File: config.mk
export PLATFORM = sky130hd
export DESIGN_NAME = wb_stage_mc
export DESIGN_NICKNAME = d
export VERILOG_FILES = /design/src/rtl/wb_stage_mc.sv
export SDC_FILE = /design/constraint.sdc
export NUM_CORES = 1
export LEC_CHECK = 0
export CAP_MARGIN = 20
export CORE_MARGIN = 4
export CORE_UTILIZATION = 37
export DETAILED_ROUTE_END_ITERATION = 16
export PLACE_DENSITY = 0.78
export SYNTH_ARGS = -nofsm -noshare
export SYNTH_HDL_FRONTEND = slang
export SYNTH_SLANG_ARGS = --single-unit
File: constraint.sdc
create_clock -name clk -period 2.09 [get_ports clk]
set_input_delay 0.418 -clock clk [delete_from_list [all_inputs] [get_ports clk]]
set_output_delay 0.418 -clock clk [all_outputs]
set_load 0.02 [all_outputs]
File: src/rtl/wb_stage_mc.sv
// -----------------------------------------------------------------------------
// wb_stage_mc
// Registered writeback stage for the three-stage RISC-V pipeline.
// It picks the register-file write value from one of four sources: the
// immediate, PC+4, aligned load data, or the ALU result. Load data comes from
// NSRC memory sources, and each source can take a different number of cycles
// to answer. While a load is outstanding the stage waits in a small FSM and
// holds the upstream stages. A timeout counter aborts any load that never gets
// a response.
//
// Optional feature (macro WB_STATS_EN): adds two free-running 32-bit counters,
// retire_cnt and stall_cnt.
//
// Ports:
//   clk, rst_n           clock (rising edge), asynchronous active-low reset
//   in_valid / in_ready  handshake with the EXE stage
//   instruction          raw instruction word (0 marks a bubble)
//   pc, imm, alu         PC, immediate, ALU result / load address
//   rd                   destination register
//   wb_sel               0=IMM, 1=PC+4, 2=MEM, 3=ALU
//   load_type            load funct3 (LB, LH, LW, LD, LBU, LHU, LWU)
//   mem_sel              load source index
//   mem_rdata            concatenated source data, source k at [k*XLEN +: XLEN]
//   mem_rvalid           per-source response valid
//   wb_we, wb_rd, wb_data  registered register-file write port
//   stall                upstream hold while a load is outstanding
//   load_err             one-cycle pulse on timeout, misalignment or bad source
//   retire_cnt, stall_cnt  statistics counters (WB_STATS_EN only)
// -----------------------------------------------------------------------------
module wb_stage_mc #(
    parameter int XLEN    = 32,
    parameter int NSRC    = 3,
    parameter int SRC_W   = (NSRC > 1) ? $clog2(NSRC) : 1,
    parameter int TIMEOUT = 255
) (
    input  logic                   clk,
    input  logic                   rst_n,
    input  logic                   in_valid,
    output logic                   in_ready,
    input  logic [31:0]            instruction,
    input  logic [XLEN-1:0]        pc,
    input  logic [XLEN-1:0]        imm,
    input  logic [XLEN-1:0]        alu,
    input  logic [4:0]             rd,
    input  logic [1:0]             wb_sel,
    input  logic [2:0]             load_type,
    input  logic [SRC_W-1:0]       mem_sel,
    input  logic [NSRC*XLEN-1:0]   mem_rdata,
    input  logic [NSRC-1:0]        mem_rvalid,
    output logic                   wb_we,
    output logic [4:0]             wb_rd,
    output logic [XLEN-1:0]        wb_data,
    output logic                   stall,
    output logic                   load_err
`ifdef WB_STATS_EN
    ,
    output logic [31:0]            retire_cnt,
    output logic [31:0]            stall_cnt
`endif
);

    localparam int OFFW  = $clog2(XLEN / 8);
    localparam int CNT_W = (TIMEOUT > 0) ? $clog2(TIMEOUT + 1) : 1;

    typedef enum logic {
        S_IDLE,
        S_WAIT_LOAD
    } state_t;

    state_t              r_state;
    state_t              w_next_state;
    logic [CNT_W-1:0]    r_count;
    logic [OFFW-1:0]     r_cap_off;
    logic [2:0]          r_cap_type;
    logic [SRC_W-1:0]    r_cap_sel;
    logic [4:0]          r_cap_rd;
    logic                r_cap_we;

    logic                r_wb_we;
    logic [4:0]          r_wb_rd;
    logic [XLEN-1:0]     r_wb_data;
    logic                r_load_err;

    logic [SRC_W-1:0]    w_sel;
    logic [OFFW-1:0]     w_off;
    logic [2:0]          w_type;
    logic [XLEN-1:0]     w_raw;
    logic                w_rvalid;
    logic                w_in_range;
    logic [OFFW-1:0]     w_off_h;
    logic [OFFW-1:0]     w_off_w;
    logic [7:0]          w_byte;
    logic [15:0]         w_half;
    logic [31:0]         w_word;
    logic [XLEN-1:0]     w_ld_data;
    logic                w_ld_err;
    logic                w_in_we;

    logic                w_new_we;
    logic [4:0]          w_new_rd;
    logic [XLEN-1:0]     w_new_data;
    logic                w_new_err;
    logic                w_capture;

    assign in_ready = (r_state == S_IDLE);
    assign stall    = (r_state == S_WAIT_LOAD);
    assign wb_we    = r_wb_we;
    assign wb_rd    = r_wb_rd;
    assign wb_data  = r_wb_data;
    assign load_err = r_load_err;

    // A bubble or a write to x0 still moves through the stage, but it must
    // never reach the register file.
    assign w_in_we = (instruction != 32'd0) && (rd != 5'd0);

    // While waiting, the load is steered by the captured fields. In IDLE the
    // live inputs are used so that a same-cycle response completes at once.
    always_comb begin
        w_sel      = (r_state == S_WAIT_LOAD) ? r_cap_sel  : mem_sel;
        w_off      = (r_state == S_WAIT_LOAD) ? r_cap_off  : alu[OFFW-1:0];
        w_type     = (r_state == S_WAIT_LOAD) ? r_cap_type : load_type;
        w_raw      = '0;
        w_rvalid   = 1'b0;
        w_in_range = 1'b0;
        for (int k = 0; k < NSRC; k++) begin
            if (w_sel == SRC_W'(k)) begin
                w_raw      = mem_rdata[k*XLEN +: XLEN];
                w_rvalid   = mem_rvalid[k];
                w_in_range = 1'b1;
            end
        end
    end

    // Byte-lane alignment. A misaligned access reads the aligned container
    // (the low offset bits are dropped) and is flagged as an error.
    always_comb begin
        w_off_h   = w_off & ~OFFW'(1);
        w_off_w   = w_off & ~OFFW'(3);
        w_byte    = 8'(w_raw >> {w_off, 3'b000});
        w_half    = 16'(w_raw >> {w_off_h, 3'b000});
        w_word    = 32'(w_raw >> {w_off_w, 3'b000});
        w_ld_data = w_raw;
        w_ld_err  = 1'b0;
        case (w_type)
            3'b000: w_ld_data = XLEN'($signed(w_byte));
            3'b100: w_ld_data = XLEN'(w_byte);
            3'b001: begin
                w_ld_data = XLEN'($signed(w_half));
                w_ld_err  = w_off[0];
            end
            3'b101: begin
                w_ld_data = XLEN'(w_half);
                w_ld_err  = w_off[0];
            end
            3'b010: begin
                w_ld_data = XLEN'($signed(w_word));
                w_ld_err  = (w_off[1:0] != 2'b00);
            end
            3'b110: begin
                w_ld_data = XLEN'(w_word);
                w_ld_err  = (w_off[1:0] != 2'b00);
            end
            3'b011: begin
                if (XLEN == 64) begin
                    w_ld_data = w_raw;
                    w_ld_err  = (w_off != '0);
                end else begin
                    w_ld_data = XLEN'($signed(w_word));
                    w_ld_err  = (w_off[1:0] != 2'b00);
                end
            end
            default: begin
                w_ld_data = w_raw;
                w_ld_err  = 1'b0;
            end
        endcase
    end

    // Next-state and writeback selection. With no write, wb_we falls back to 0
    // while the rd and data registers hold their last values.
    always_comb begin
        w_next_state = r_state;
        w_new_we     = 1'b0;
        w_new_rd     = r_wb_rd;
        w_new_data   = r_wb_data;
        w_new_err    = 1'b0;
        w_capture    = 1'b0;
        unique case (r_state)
            S_IDLE: begin
                if (in_valid) begin
                    w_new_we = w_in_we;
                    w_new_rd = rd;
                    unique case (wb_sel)
                        2'd0: w_new_data = imm;
                        2'd1: w_new_data = pc + XLEN'(4);
                        2'd2: begin
                            if (!w_in_range) begin
                                w_new_data = '0;
                                w_new_err  = 1'b1;
                            end else if (w_rvalid) begin
                                w_new_data = w_ld_data;
                                w_new_err  = w_ld_err;
                            end else begin
                                w_new_we     = 1'b0;
                                w_new_rd     = r_wb_rd;
                                w_capture    = 1'b1;
                                w_next_state = S_WAIT_LOAD;
                            end
                        end
                        default: w_new_data = alu;
                    endcase
                end
            end
            S_WAIT_LOAD: begin
                if (w_rvalid) begin
                    w_new_we     = r_cap_we;
                    w_new_rd     = r_cap_rd;
                    w_new_data   = w_ld_data;
                    w_new_err    = w_ld_err;
                    w_next_state = S_IDLE;
                end else if (r_count == CNT_W'(TIMEOUT)) begin
                    w_new_we     = r_cap_we;
                    w_new_rd     = r_cap_rd;
                    w_new_data   = '0;
                    w_new_err    = 1'b1;
                    w_next_state = S_IDLE;
                end
            end
            default: w_next_state = S_IDLE;
        endcase
    end

    // State, capture registers, timeout counter and registered write port.
    always_ff @(posedge clk or negedge rst_n) begin
        if (!rst_n) begin
            r_state    <= S_IDLE;
            r_count    <= '0;
            r_cap_off  <= '0;
            r_cap_type <= '0;
            r_cap_sel  <= '0;
            r_cap_rd   <= '0;
            r_cap_we   <= 1'b0;
            r_wb_we    <= 1'b0;
            r_wb_rd    <= '0;
            r_wb_data  <= '0;
            r_load_err <= 1'b0;
        end else begin
            r_state    <= w_next_state;
            r_wb_we    <= w_new_we;
            r_wb_rd    <= w_new_rd;
            r_wb_data  <= w_new_data;
            r_load_err <= w_new_err;
            if (w_capture) begin
                r_cap_off  <= alu[OFFW-1:0];
                r_cap_type <= load_type;
                r_cap_sel  <= mem_sel;
                r_cap_rd   <= rd;
                r_cap_we   <= w_in_we;
                r_count    <= '0;
            end else if (r_state == S_WAIT_LOAD) begin
                r_count <= r_count + CNT_W'(1);
            end
        end
    end

`ifdef WB_STATS_EN
    logic [31:0] r_retire_cnt;
    logic [31:0] r_stall_cnt;

    // Statistics counters; both wrap naturally at 2^32.
    always_ff @(posedge clk or negedge rst_n) begin
        if (!rst_n) begin
            r_retire_cnt <= '0;
            r_stall_cnt  <= '0;
        end else begin
            if (r_wb_we) begin
                r_retire_cnt <= r_retire_cnt + 32'd1;
            end
            if (r_state == S_WAIT_LOAD) begin
                r_stall_cnt <= r_stall_cnt + 32'd1;
            end
        end
    end

    assign retire_cnt = r_retire_cnt;
    assign stall_cnt  = r_stall_cnt;
`endif

endmodule

==> impl_metrics.tcl <==
set metrics [dict create \
    power_mw 8.016 \
    worstSetupPathType "register to register" \
    grt_max_degree 37 \
    layout-drive-gt1-share_pct 27.74 \
    n_fill_cell 1079 \
    h-tree-depth 3 \
    p_leak_nw 4.280 \
    cp_cell_sequence "mux2i_4 -> buf_6 -> buf_12 -> buf_8 -> mux2i_4 -> o2bb2ai_4 -> o211a_1 -> o21ai_2 -> a31oi_1" \
    worst_slack_ns -0.2149 \
    setup_viol 43 \
    fmax_mhz 433.9 \
    drc 0 \
    start_kind "register" \
    register_area_sq_mm 0.001528 \
    synth_area_leaders "dfrtp_1 27%, mux2i_1 7.2%, o21ai_0 6.0%, nand2_1 5.9%, a22oi_1 3.6%" \
    crit_path_end_kind "register" \
    maxSlewViolCount 0 \
    drt-total-wl_microns 26380 \
    finalCritPeriodShare_pct 110.3 \
    vias_per_cell 5.770 \
    synth_most_common_cell "nand2_1" \
    clock_skew_ns 0.007835 \
    cts_buffers 9 \
    worst_pin_slew_ns 0.5307 \
    overflow 0 \
    track_usage_pct 28.54 \
    hold_class "input port to async pin" \
    rr_worst_depth 9 \
    crit_cells 9 \
    cap_violations 0 \
    crit_arrival_ns 2.51 \
    fin_crit_ns 2.305 \
    crit_path_frequent_cell "mux2i_4" \
    antenna_left 0 \
    cp.required_ns 2.29 \
    whs_ns 0.4529 \
    max_stage_delay_ns 0.43 \
    synth_fp_nets 910 \
    utilization_pct 72.39 \
    clockBufferDepth 2 \
    start_util_pct 37.94 \
    status "finished with violations" \
    root_buffer "clkbuf_16" \
    ys_warn_count 0 \
    hold_viol_final 0 \
    synthArstFlopShare_pct 100.0 \
    num_antenna_cells 0 \
    critical-path-top-delay-family "multiplexers" \
    crit_buf_inv 3 \
    antenna_found_initial 0 \
    synth_edf_count 0 \
    wl_per_cell_microns 20.79 \
    final_nets 1324 \
    rsz0062_at_grt "true" \
    cts_sinks 61 \
    die-area_sq_mm 0.01704 \
    die-height_microns 130.5 \
    ys_types 78 \
    post-place-ws_ns -0.7860 \
    peakVddDrop_mv 0.5606 \
    maxSlewHeadroom_pct 64.24 \
    slowest_stage "dfrtp_2" \
    fp.coreArea_sq_mm 0.01464 \
    cellPowerDensity_mw_per_mm2 756.2 \
    grt_pass1_wl_microns 38180 \
    violations "negative setup slack" \
    ys.flop_type "dfrtp_1" \
    yosysTopAreaCell "dfrtp_1" \
    path_clk_slew_ns 0.06 \
    first_pass_iters 5 \
    cts_tree "built" \
    ys_ff_latch 61 \
    synthCells 666 \
    synthTopCellsByCount "87 x nand2_1, 67 x o21ai_0, 61 x dfrtp_1, 40 x mux2i_1, 30 x nor2_1" \
    io_pins 283 \
    dpl.hpwl_microns 20750 \
    ys_seq_area_share_pct 27.48 \
    fp-row-count 44 \
    die_w_microns 130.5 \
    synth_top_area_share_pct 27.48 \
    synth_area_sq_mm 0.005555 \
    insertion_delay_ns 0.33 \
    place_congestion 0.9527 \
    setup_tns_ns -5.233 \
    portBuffers 282 \
    dr_total_vias 7322 \
    drtIter0Drc 579 \
    multi_input_area_sq_mm 0.004240 \
    grt_pass1_vias 7148 \
    syn_avg_cell_area_sq_um 8.341 \
    syn_to_final_growth_pct 90.81 \
    cp_max_fo 9 \
]
-- path summary, 6_finish.rpt --
path / startpoint / end / slack [ns]
max in group asynchronous: rst_n / r_count[4] / 1.12
hold reg to reg: r_cap_rd[2] / r_cap_rd[2] / 0.48
min in group clk: r_cap_rd[2] / r_cap_rd[2] / 0.48
hold / removal: rst_n / r_cap_type[0] / 0.45
setup / recovery: stall / wb_data[0] / -0.21
setup reg to reg: stall / wb_data[0] / -0.21
-- layout make-up --
| class | count | share of cell area, % |
|---|---|---|
| clock inverter | 3 | 0.1771 |
| timing repair buffer | 453 | 40.33 |
| sequential | 61 | 14.41 |
| tap | 184 | 2.172 |
| inverter | 10 | 0.3541 |
| clock buffer | 13 | 2.550 |
| multi-input combinational | 545 | 40.00 |
-- cells by family (layout without fill, tap and decap cells) --
logic type               after synthesis  in the layout  share of synthesized area [%]
multiplexers                          60             60                          11.64
XOR/XNOR                              21             21                          3.311
AO/OA/AOI/OAI                        245            245                          32.30
flip-flops                            61             61                          27.48
adder cells (fa/ha/maj)                2              2                         0.4504
buffers and inverters                 60            479                          5.473
AND/OR/NAND/NOR                      217            217                          19.35
-- cell usage in the layout, fill, tap and decap left out, types with 5 or more instances in the layout --
master / count
clkdlybuf4s50_1: 277
buf_4: 152
nand2_1: 87
dfrtp_1: 60
o21ai_0: 52
nor2_1: 30
mux2i_1: 27
a22oi_1: 21
nand3_1: 20
nor4_1: 14
xor2_1: 14
a21oi_1: 13
o2bb2ai_2: 13
o21ai_1: 13
nand4_1: 12
o211ai_1: 11
inv_1: 10
mux2_2: 10
clkbuf_16: 10
buf_12: 10
o211ai_2: 9
mux2i_2: 8
a31oi_1: 8
nor3_1: 8
mux2_4: 8
o21ai_2: 8
mux2i_4: 7
and4_1: 7
a22o_1: 7
xnor2_1: 7
or3_1: 6
a22oi_2: 6
or4_1: 5
o22ai_1: 5
a21o_1: 5
o22a_1: 5
buf_6: 5
-- per-stage QoR --
step,instance area [sq um],cells
4_1_cts,10350,1265
6_report,10600,1269
3_5_place_dp,9629,1238
5_1_grt,10600,1269
2_1_floorplan,5585,666
3_3_place_gp,9629,1238
-- power by group --
| group | internal (mW) | total, mW | switching, mW | leakage [nW] |
|---|---|---|---|---|
| Clock | 0.897 | 1.43 | 0.529 | 0.146 |
| Sequential | 1.62 | 1.99 | 0.363 | 0.761 |
| Combinational | 2.32 | 4.60 | 2.29 | 3.37 |
-- layer usage --
metal | part of all wire [%] | global-route usage, % | vias up
met1 | 39 | 36.42 | 3424
met4 | 3.0 | 9.619 | 0
met5 | 0 | 0 | -
li1 | - | - | 3415
met3 | 9.6 | 5.813 | 58
met2 | 48 | 48.27 | 425
-- worst reg2reg max path: stages (launching register included) --
cell and delay, ns:
dfrtp_2 0.43, mux2i_4 0.35, buf_6 0.19, buf_12 0.15, buf_8 0.15, mux2i_4 0.29
o2bb2ai_4 0.11, o211a_1 0.23, o21ai_2 0.17, a31oi_1 0.11
-- repair_timing --
action / in CTS / in global routing
cloned: 1 / 1
setup endpoints to repair: 54 / 53
hold buffers: 1 / 0
resized for setup: 73 / 44
hold endpoints to repair: 4 / 0
setup buffers: 10 / 4
pin swaps: 27 / 26
-- registers in the layout (all words and copies together), names as in the netlist --
name and cells:
r_cap_we 1, r_count 8, load_err 1, r_cap_off 2
stall 1, r_cap_rd 5, wb_we 1, r_cap_type 3
wb_rd 5, r_cap_sel 2, wb_data 32
No activity file was read; power rests on OpenSTA's default activity.
